**config.mk**
```make
export PLATFORM = sky130hd
export DESIGN_NAME = settle_timer
export DESIGN_NICKNAME = d
export VERILOG_FILES = /design/src/rtl/gate_bist_checker_pkg.sv /design/src/rtl/gate_bist_checker_settle_timer.sv
export SDC_FILE = /design/constraint.sdc
export NUM_CORES = 1
export LEC_CHECK = 0
export ABC_CLOCK_PERIOD_IN_PS = 5150
export CAP_MARGIN = 5
export CORE_AREA = 2 2 39 41
export DETAILED_ROUTE_END_ITERATION = 10
export DIE_AREA = 0 0 41 43
export PLACE_DENSITY = 0.66
export RECOVER_POWER = 100
export SLEW_MARGIN = 20
export SYNTH_ARGS = -nofsm -noshare
export SYNTH_HDL_FRONTEND = slang
export SYNTH_SLANG_ARGS = --single-unit
```
**constraint.sdc**
```tcl
create_clock -name clk_i -period 5.15 [get_ports clk_i]
set_input_delay 1.03 -clock clk_i [delete_from_list [all_inputs] [get_ports clk_i]]
set_output_delay 1.03 -clock clk_i [all_outputs]
set_load 0.05 [all_outputs]
```
**src/rtl/gate_bist_checker_pkg.sv**
```systemverilog
// Shared definitions for the 2-input gate self-test engine: FSM state
// encodings, timer width and the truth tables of the standard gates, indexed by {B,A}.
package gate_bist_checker_pkg;

  localparam int TIMER_W = 8;

  typedef enum logic [1:0] {
    ST_IDLE   = 2'd0,
    ST_SETTLE = 2'd1,
    ST_SAMPLE = 2'd2,
    ST_REPORT = 2'd3
  } bist_state_e;

  localparam logic [3:0] TT_AND  = 4'b1000;
  localparam logic [3:0] TT_OR   = 4'b1110;
  localparam logic [3:0] TT_NAND = 4'b0111;
  localparam logic [3:0] TT_NOR  = 4'b0001;
  localparam logic [3:0] TT_XOR  = 4'b0110;
  localparam logic [3:0] TT_XNOR = 4'b1001;

endpackage

```
**src/rtl/gate_bist_checker_settle_timer.sv**
```systemverilog
// Loadable down-counter that measures how long each test vector settles.
// It stops at zero, so it cannot underflow while it waits for the FSM.
module settle_timer
  import gate_bist_checker_pkg::*;
(
  input  logic               clk_i,
  input  logic               rst_n_i,
  input  logic               load_i,
  input  logic [TIMER_W-1:0] load_value_i,
  input  logic               enable_i,
  output logic               expired_o
);

  logic [TIMER_W-1:0] count_q;
  logic [TIMER_W-1:0] count_d;

  always_comb begin
    count_d = count_q;
    if (load_i) begin
      count_d = load_value_i;
    end else if (enable_i && (count_q != '0)) begin
      count_d = count_q - 1'b1;
    end
  end

  always_ff @(posedge clk_i or negedge rst_n_i) begin
    if (!rst_n_i) begin
      count_q <= '0;
    end else begin
      count_q <= count_d;
    end
  end

  assign expired_o = (count_q == '0);

endmodule

```
==> results.toml <==
[drt]
wl_met1_um = 638
vias = 502
drc_errors = 0
route.detailed.wl_per_inst_um = 14.49
wl_met3_um = 57
dr.pass1.iters = 4
via_per_inst = 5.770
dr.first_iter.drc_count = 15
dr.max_layer_used = "met4"
postRouteAntennaNets = 0
wl_mm = 1.261
wl_met2_um = 553

[global_routing]
grt_util_all_layers_pct = 17.74
grt_max_degree = 15
antenna_found_initial = 0
overflow = 0
grt_pass1_wl_mm = 2.125
first_global_vias = 450

[worst_hold_path]
worstHoldStart = "count_q[1]$_DFFE_PN0P_"
whs_path_depth = 2
hp-class = "reg -> reg"
holdPathEnd = "count_q[1]$_DFFE_PN0P_"

[synthesis]
synth.avg_cell_area_sq_um = 9.104
synth_cell_types = 31
synth_seq_cells = 8
synth_top_area_share_pct = 37.91
synth_fp_nets = 72
synth_cells = 58
netlist_area_sq_um = 528.0
netlist_top_cells_area = "dfrtp_1 38%, ha_1 4.7%, nor3b_1 4.3%, or4_1 4.3%, a221o_1 3.8%"
yosysSeqAreaShare_pct = 37.91
ys_warn_count = 0
yosysTopAreaCell = "dfrtp_1"

[setup_path]
reg2regPathDepth = 3
r2r_end = "count_q[6]$_DFFE_PN0P_"
endpoint_kind = "output port"
required_ns = 4.12
crit_type = "reg -> out"
r2r-start = "count_q[3]$_DFFE_PN0P_"
crit_fanout = 4
startpoint_type = "flip-flop"
worstPathArrival_ns = 2.46
rrSetupSlack_ns = 3.25

[placed_design]
port_buffers = 12
place_hpwl_um = 930.5
dp_slack_ns = 1.993
place_congestion = 0.7615

[sta]
final.setup.tns_ns = 0
slew_headroom_pct = 59.25
hold_viol = 0
postLayoutSetupSlackWorst_ns = 1.657
timing.final.max_slew_violations = 0
fmax_mhz = 286.3
rsz0062_at_grt = "no"
setup_viol = 0
period_minus_slack_ns = 3.493
max_slew.worst_pin.slew_ns = 0.6100
timing.final.crit_share_pct = 67.82
clock_skew_ns = 0.002647

[layout]
area_growth_pct = 29.15
multi_input_area_sq_um = 307.8
fillCellCount = 140
mostFrequentLayoutCells = "8 x dfrtp_1, 8 x clkdlybuf4s50_1, 5 x nor2_1"
regMostFlops = "count_q"
largest_reg_flops = 8
drive_gt1_share_pct = 7.042
top_regs = "count_q (8)"
seq_area_sq_um = 200.2
final_nets = 87
diodes = 0

[outcome]
status = "finished, final reports clean"

[cts]
insertion_delay_ns = 0.25
cts_setup_buffers = 0
clock_sinks = 8
cts_buffers = 3
clockBufferDepth = 2
tritoncts = "yes"
htree_levels = 1
root_buffer = "clkbuf_4"
holdBufCountCts = 0
path_clk_slew_ns = 0.06
cts_resized = 0

[floorplan]
die_w_um = 41
num_rows = 14
io_pins = 13
start_util_pct = 38.16
core_sq_um = 1384
dieArea_sq_um = 1763
die_y_um = 43

[pwr]
powerDensity_nw_per_um2 = 244.8
ir_drop_uv = 149.5
power.leakage_nw = 0.2595

[run]
maxCapViolCount = 0
metrics by stage:
| stage | cells | hold WS, ns | power [W] | cell area, sq um | utilization, % |
|---|---|---|---|---|---|
| floorplan | 58 | 0.5267 | 0.0001015 | 528.0 | - |
| global placement | 84 | 0.5627 | 0.0001178 | 659.4 | 47.65 |
| detailed placement | 84 | 0.5766 | 0.0001190 | 659.4 | 47.65 |
| CTS | 87 | 0.5914 | 0.0001691 | 681.9 | 49.28 |
| global route | 87 | 0.6324 | 0.0001785 | 681.9 | 49.28 |
| finish | 87 | 0.5872 | 0.0001669 | 681.9 | 49.28 |
Yosys cell counts:
| master | instances |
|---|---|
| dfrtp_1 | 8 |
| nor2_1 | 5 |
| a21oi_1 | 3 |
| nor3_1 | 3 |
| nor3b_1 | 3 |
| or4_1 | 3 |
| a221o_1 | 2 |
| a31oi_1 | 2 |
| ha_1 | 2 |
| inv_1 | 2 |
| nand2_1 | 2 |
| nand3_1 | 2 |
| nand4_1 | 2 |
| o21ai_0 | 2 |
| a211o_1 | 1 |
| a211o_2 | 1 |
| a2bb2oi_1 | 1 |
| buf_2 | 1 |
| clkbuf_1 | 1 |
| clkinv_1 | 1 |
| nor2b_1 | 1 |
| nor4_1 | 1 |
| o2111ai_1 | 1 |
| o211a_1 | 1 |
| o211ai_1 | 1 |
| o221ai_1 | 1 |
| o311a_1 | 1 |
| o31ai_1 | 1 |
| or3_1 | 1 |
| or3b_1 | 1 |
| or3b_2 | 1 |
per-layer routing:
layer | GRT usage [%] | vias to the layer above
li1 | - | 260
met1 | 27.69 | 231
met2 | 22.81 | 9
met3 | 6.283 | 2
met4 | 4.000 | 0
met5 | 0 | -
critical path, stage by stage, from the launching register on:
cell and delay, ns:
dfrtp_1 0.40, inv_1 0.11, ha_1 0.19, or3b_2 0.48, nor2_1 0.14, dlygate4sd3_1 0.89
worst max-delay path by stage:
| stage | depth (start not counted) | slack, ns | from | endpoint |
|---|---|---|---|---|
| after global routing | 5 | 1.52 | count_q[0]$_DFFE_PN0P_ | expired_o |
| final | 5 | 1.66 | count_q[0]$_DFFE_PN0P_ | expired_o |
| after floorplan | 4 | 2.32 | count_q[0]$_DFFE_PN0P_ | expired_o |
| after global placement | 5 | 2.03 | count_q[0]$_DFFE_PN0P_ | expired_o |
| after detailed placement | 5 | 1.99 | count_q[0]$_DFFE_PN0P_ | expired_o |
| after CTS | 5 | 1.71 | count_q[0]$_DFFE_PN0P_ | expired_o |
layout make-up:
cell class	count	area share, %
Multi-Input combinational cell	45	45.14
Sequential cell	8	29.36
Timing Repair Buffer	12	17.61
Clock buffer	3	3.303
Tap cell	16	2.936
Inverter	3	1.651
report_power, final:
part           switching [W]  internal, W
sequential        0.00000842    0.0000698
clock              0.0000224    0.0000268
combinational      0.0000195    0.0000201
kinds of logic (layout without fill, tap and decap cells):
group,count (synthesis),in the layout,synth area share (%)
AO/OA/AOI/OAI,18,18,26.07
adder cells (fa/ha/maj),2,2,4.739
buffers and inverters,5,18,3.790
flip-flops,8,8,37.91
AND/OR/NAND/NOR,25,25,27.49
(Power assumes the default switching activity.)
==> variant 1 (same flow settings) <==
Reset style: synchronous (`rst_n_i`), changed in one clocked block.
--- a/src/rtl/gate_bist_checker_settle_timer.sv
+++ b/src/rtl/gate_bist_checker_settle_timer.sv
@@ -23,7 +23,7 @@
     end
   end
 
-  always_ff @(posedge clk_i or negedge rst_n_i) begin
+  always_ff @(posedge clk_i) begin
     if (!rst_n_i) begin
       count_q <= '0;
     end else begin
Check against the original RTL: differs if rst_n_i is asserted again (counterexample within 4 cycles, from zero or initial values and one cycle with rst_n_i low); with rst_n_i held inactive, the same outputs for 10 cycles.
==> variant 1 against the unedited design <==
Sequential power down 6.3%. Global-route usage down 2.8 points. Die area unchanged. Worst setup slack better by 0.19 ns. Count of clock-buffer cells in the layout unchanged. Total power up 2.4%. Synthesized cell count unchanged. Routed wire length down 12%. Sequential cell count unchanged. Area after synthesis down 3.8%. Sequential share of layout area down 4.4 points. Utilization down 3.0 points. Design area down 6.1%. Critical path type unchanged.
==> variant 1: results (changes against the unedited design) <==
metric;value;unit;change
layout-drive-gt1-share;8.45;%;+1.4 points
power_density;267;mW/mm²;+9.0%
grt_max_degree;12;;-3
yosysSeqAreaShare;31.5;%;-6.4 points
synth.cells.most_frequent;8 x dfxtp_1, 6 x o21ai_0, 4 x a21oi_1, 4 x inv_1;;
vias;475;;-5.4%
seq_share;25.0;%;-4.4 points
fill_cells;147;;+5.0%
post_drt_via_cell_ratio;5.46;;-5.4%
dr_wl_met3;47;µm;-18%
max_stage_delay;0.90;ns;
drt_first_pass_iters;2;;-2
wl_met1;539;µm;-16%
top_layer;met3;;
crit_arrival;2.28;ns;-0.18 ns
place_ws;2.17;ns;+0.177 ns
dp.cells;84;;unchanged
combinationalPowerShare;28.3;%;+4.6 points
clkCellAreaFrac;3.52;%;+0.21 points
hpwl;816;µm;-12%
layout.area.seq;160;µm²;-20%
seq_power_share;42.9;%;-3.9 points
synth_xor_area_share;5.17;%;+5.2 points
grt_use_met1;18.3;%;-9.4 points
grt_pass1_wl;1.79;mm;-16%
drt_iter0_drc;6;;-9
postPlaceCellArea;641;µm²;-2.8%
p_int;0.119;mW;+1.8%
nNonClkInverters;4;;+1
met2_length;518;µm;-6.3%
status;complete, no violations;;
syn_area_per_cell;8.76;µm²;-3.8%
met2_usage;23.1;%;+0.31 points
synth_cell_types;28;;-9.7%
async_flop_share;0;%;-100 points
wire_per_inst;12.7;µm;-12%
synth_compound_area_share;25.6;%;-0.45 points
p_leak;0.240;nW;-7.4%
gp_congestion;0.795;;+4.4%
grt_pass1_vias;437;;-2.9%
multi_input_cells;44;;-2.2%
synthAdderAreaFrac;4.93;%;+0.19 points
slew_headroom;3.02;%;-56 points
irDropWorstVdd;0.110;mV;-26%
fin_skew;0.0125;ns;+0.00984 ns
multi_input_area;303;µm²;-1.6%
variant 1: cell count changes after synthesis, moves of 2 or more:
| cell | change |
|---|---|
| dfrtp_1 | -8 |
| nor3_1 | -2 |
| xnor2_1 | +3 |
| inv_1 | +2 |
| o21ai_0 | +4 |
| o31ai_1 | +2 |
| dfxtp_1 | +8 |
| nor2_1 | -3 |
| and2_1 | +2 |
| a221o_1 | -2 |
variant 1: final timing paths:
| kind | startpoint | end | slack, ns | cells past startpoint |
|---|---|---|---|---|
| max reg2reg | count_q[2]$_SDFFE_PN0P_ | count_q[2]$_SDFFE_PN0P_ | 2.54 | 4 |
| min reg2reg | count_q[5]$_SDFFE_PN0P_ | count_q[5]$_SDFFE_PN0P_ | 0.50 | 2 |
| min | count_q[5]$_SDFFE_PN0P_ | count_q[5]$_SDFFE_PN0P_ | 0.50 | 2 |
| max | count_q[2]$_SDFFE_PN0P_ | expired_o | 1.84 | 3 |
==> variant 2 (config.mk and constraints unchanged) <==
Made on the original files. `TIMER_W`: 8 -> 10.
--- a/src/rtl/gate_bist_checker_pkg.sv
+++ b/src/rtl/gate_bist_checker_pkg.sv
@@ -2,7 +2,7 @@
 // encodings, timer width and the truth tables of the standard gates, indexed by {B,A}.
 package gate_bist_checker_pkg;
 
-  localparam int TIMER_W = 8;
+  localparam int TIMER_W = 10;
 
   typedef enum logic [1:0] {
     ST_IDLE   = 2'd0,
Interface: changed (resized load_value_i); port bits go from 13 to 15. No check against the original RTL was run, so the function may have changed too.
==> variant 2 against the unedited design <==
Worst setup slack got worse by 0.054 ns. Design area grew 16%. Combinational power increased by 18%. Routed wire length down 1.5%. Largest cell class unchanged. Synthesized cell count rose by 16%. Highest routed layer unchanged. Sequential cell count rose by 2. Area after synthesis rose by 18%. Total power is 19% higher.
==> variant 2: results (changes against the unedited design) <==
metric;value;unit;change
fin_skew;0.00703;ns;+0.00438 ns
synth_area_leaders;dfrtp_1 40%, mux2_2 5.4%, o21ai_0 4.0%;;
gp_congestion;0.756;;-0.79%
irDropWorstVdd;0.161;mV;+7.8%
postSynthNetCount;82;;+14%
synthAdderAreaFrac;2.01;%;-2.7 points
multi_input_cells;50;;+11%
hold_ws;0.623;ns;+0.0354 ns
synth_compound_area_share;19.5;%;-6.5 points
slew_headroom;50.3;%;-9.0 points
buffer_area_share;17.7;%;+0.11 points
seq_power_share;49.7;%;+2.9 points
synth.area.mux_share;7.04;%;+7.0 points
seq_cell_count;10;;+2
layout-drive-gt1-share;9.76;%;+2.7 points
grt_usage;18.2;%;+0.41 points
fill_cells;138;;-1.4%
hpwl;867;µm;-6.8%
holdCritStartpoint;count_q[0]$_DFFE_PN0P_;;
routed_wirelength;1.24;mm;-1.5%
grt_pass1_wl;2.09;mm;-1.6%
r2r_slack;3.13;ns;-0.12 ns
max_stage_delay;0.86;ns;-0.03 ns
synth_xor_area_share;4.23;%;+4.2 points
status;complete, no violations;;
reg2reg_from;count_q[2]$_DFFE_PN0P_;;
multi_input_area;339;µm²;+10%
port_buffers;14;;+2
post_drt_via_cell_ratio;5.60;;-2.9%
r2r-end;count_q[7]$_DFFE_PN0P_;;
grt_max_degree;21;;+6
yosysSeqAreaShare;40.2;%;+2.3 points
clkCellAreaFrac;2.85;%;-0.45 points
crit_start;count_q[6]$_DFFE_PN0P_;;
nNonClkInverters;5;;+2
## variant 2: cell types whose count changed after synthesis, sizes merged, moves of 3 or more
cell / delta
nand2: +4
inv: +3
mux2: +3
nor3b: -3
o21ai: +3
## variant 2: through the flow
step | cell area (µm²) | cells | power (mW) | utilization [%] | setup slack [ns]
after floorplan | 622 | 67 | 0.129 | - | 2.52
after global placement | 774 | 95 | 0.147 | 56.0 | 1.97
after detailed placement | 774 | 95 | 0.148 | 56.0 | 1.95
after CTS | 797 | 98 | 0.202 | 57.6 | 1.66
after global routing | 791 | 98 | 0.212 | 57.1 | 1.53
final | 791 | 98 | 0.198 | 57.1 | 1.60
## variant 2: layer usage
| metal | global-route usage [%] | up-vias | routed length, µm |
|---|---|---|---|
| met2 | 28.1 | 14 | 570 |
| met1 | 21.6 | 253 | 596 |
| met4 | 8.00 | 0 | 19 |
| li1 | - | 280 | - |
| met5 | 0 | - | 0 |
| met3 | 6.28 | 2 | 56 |
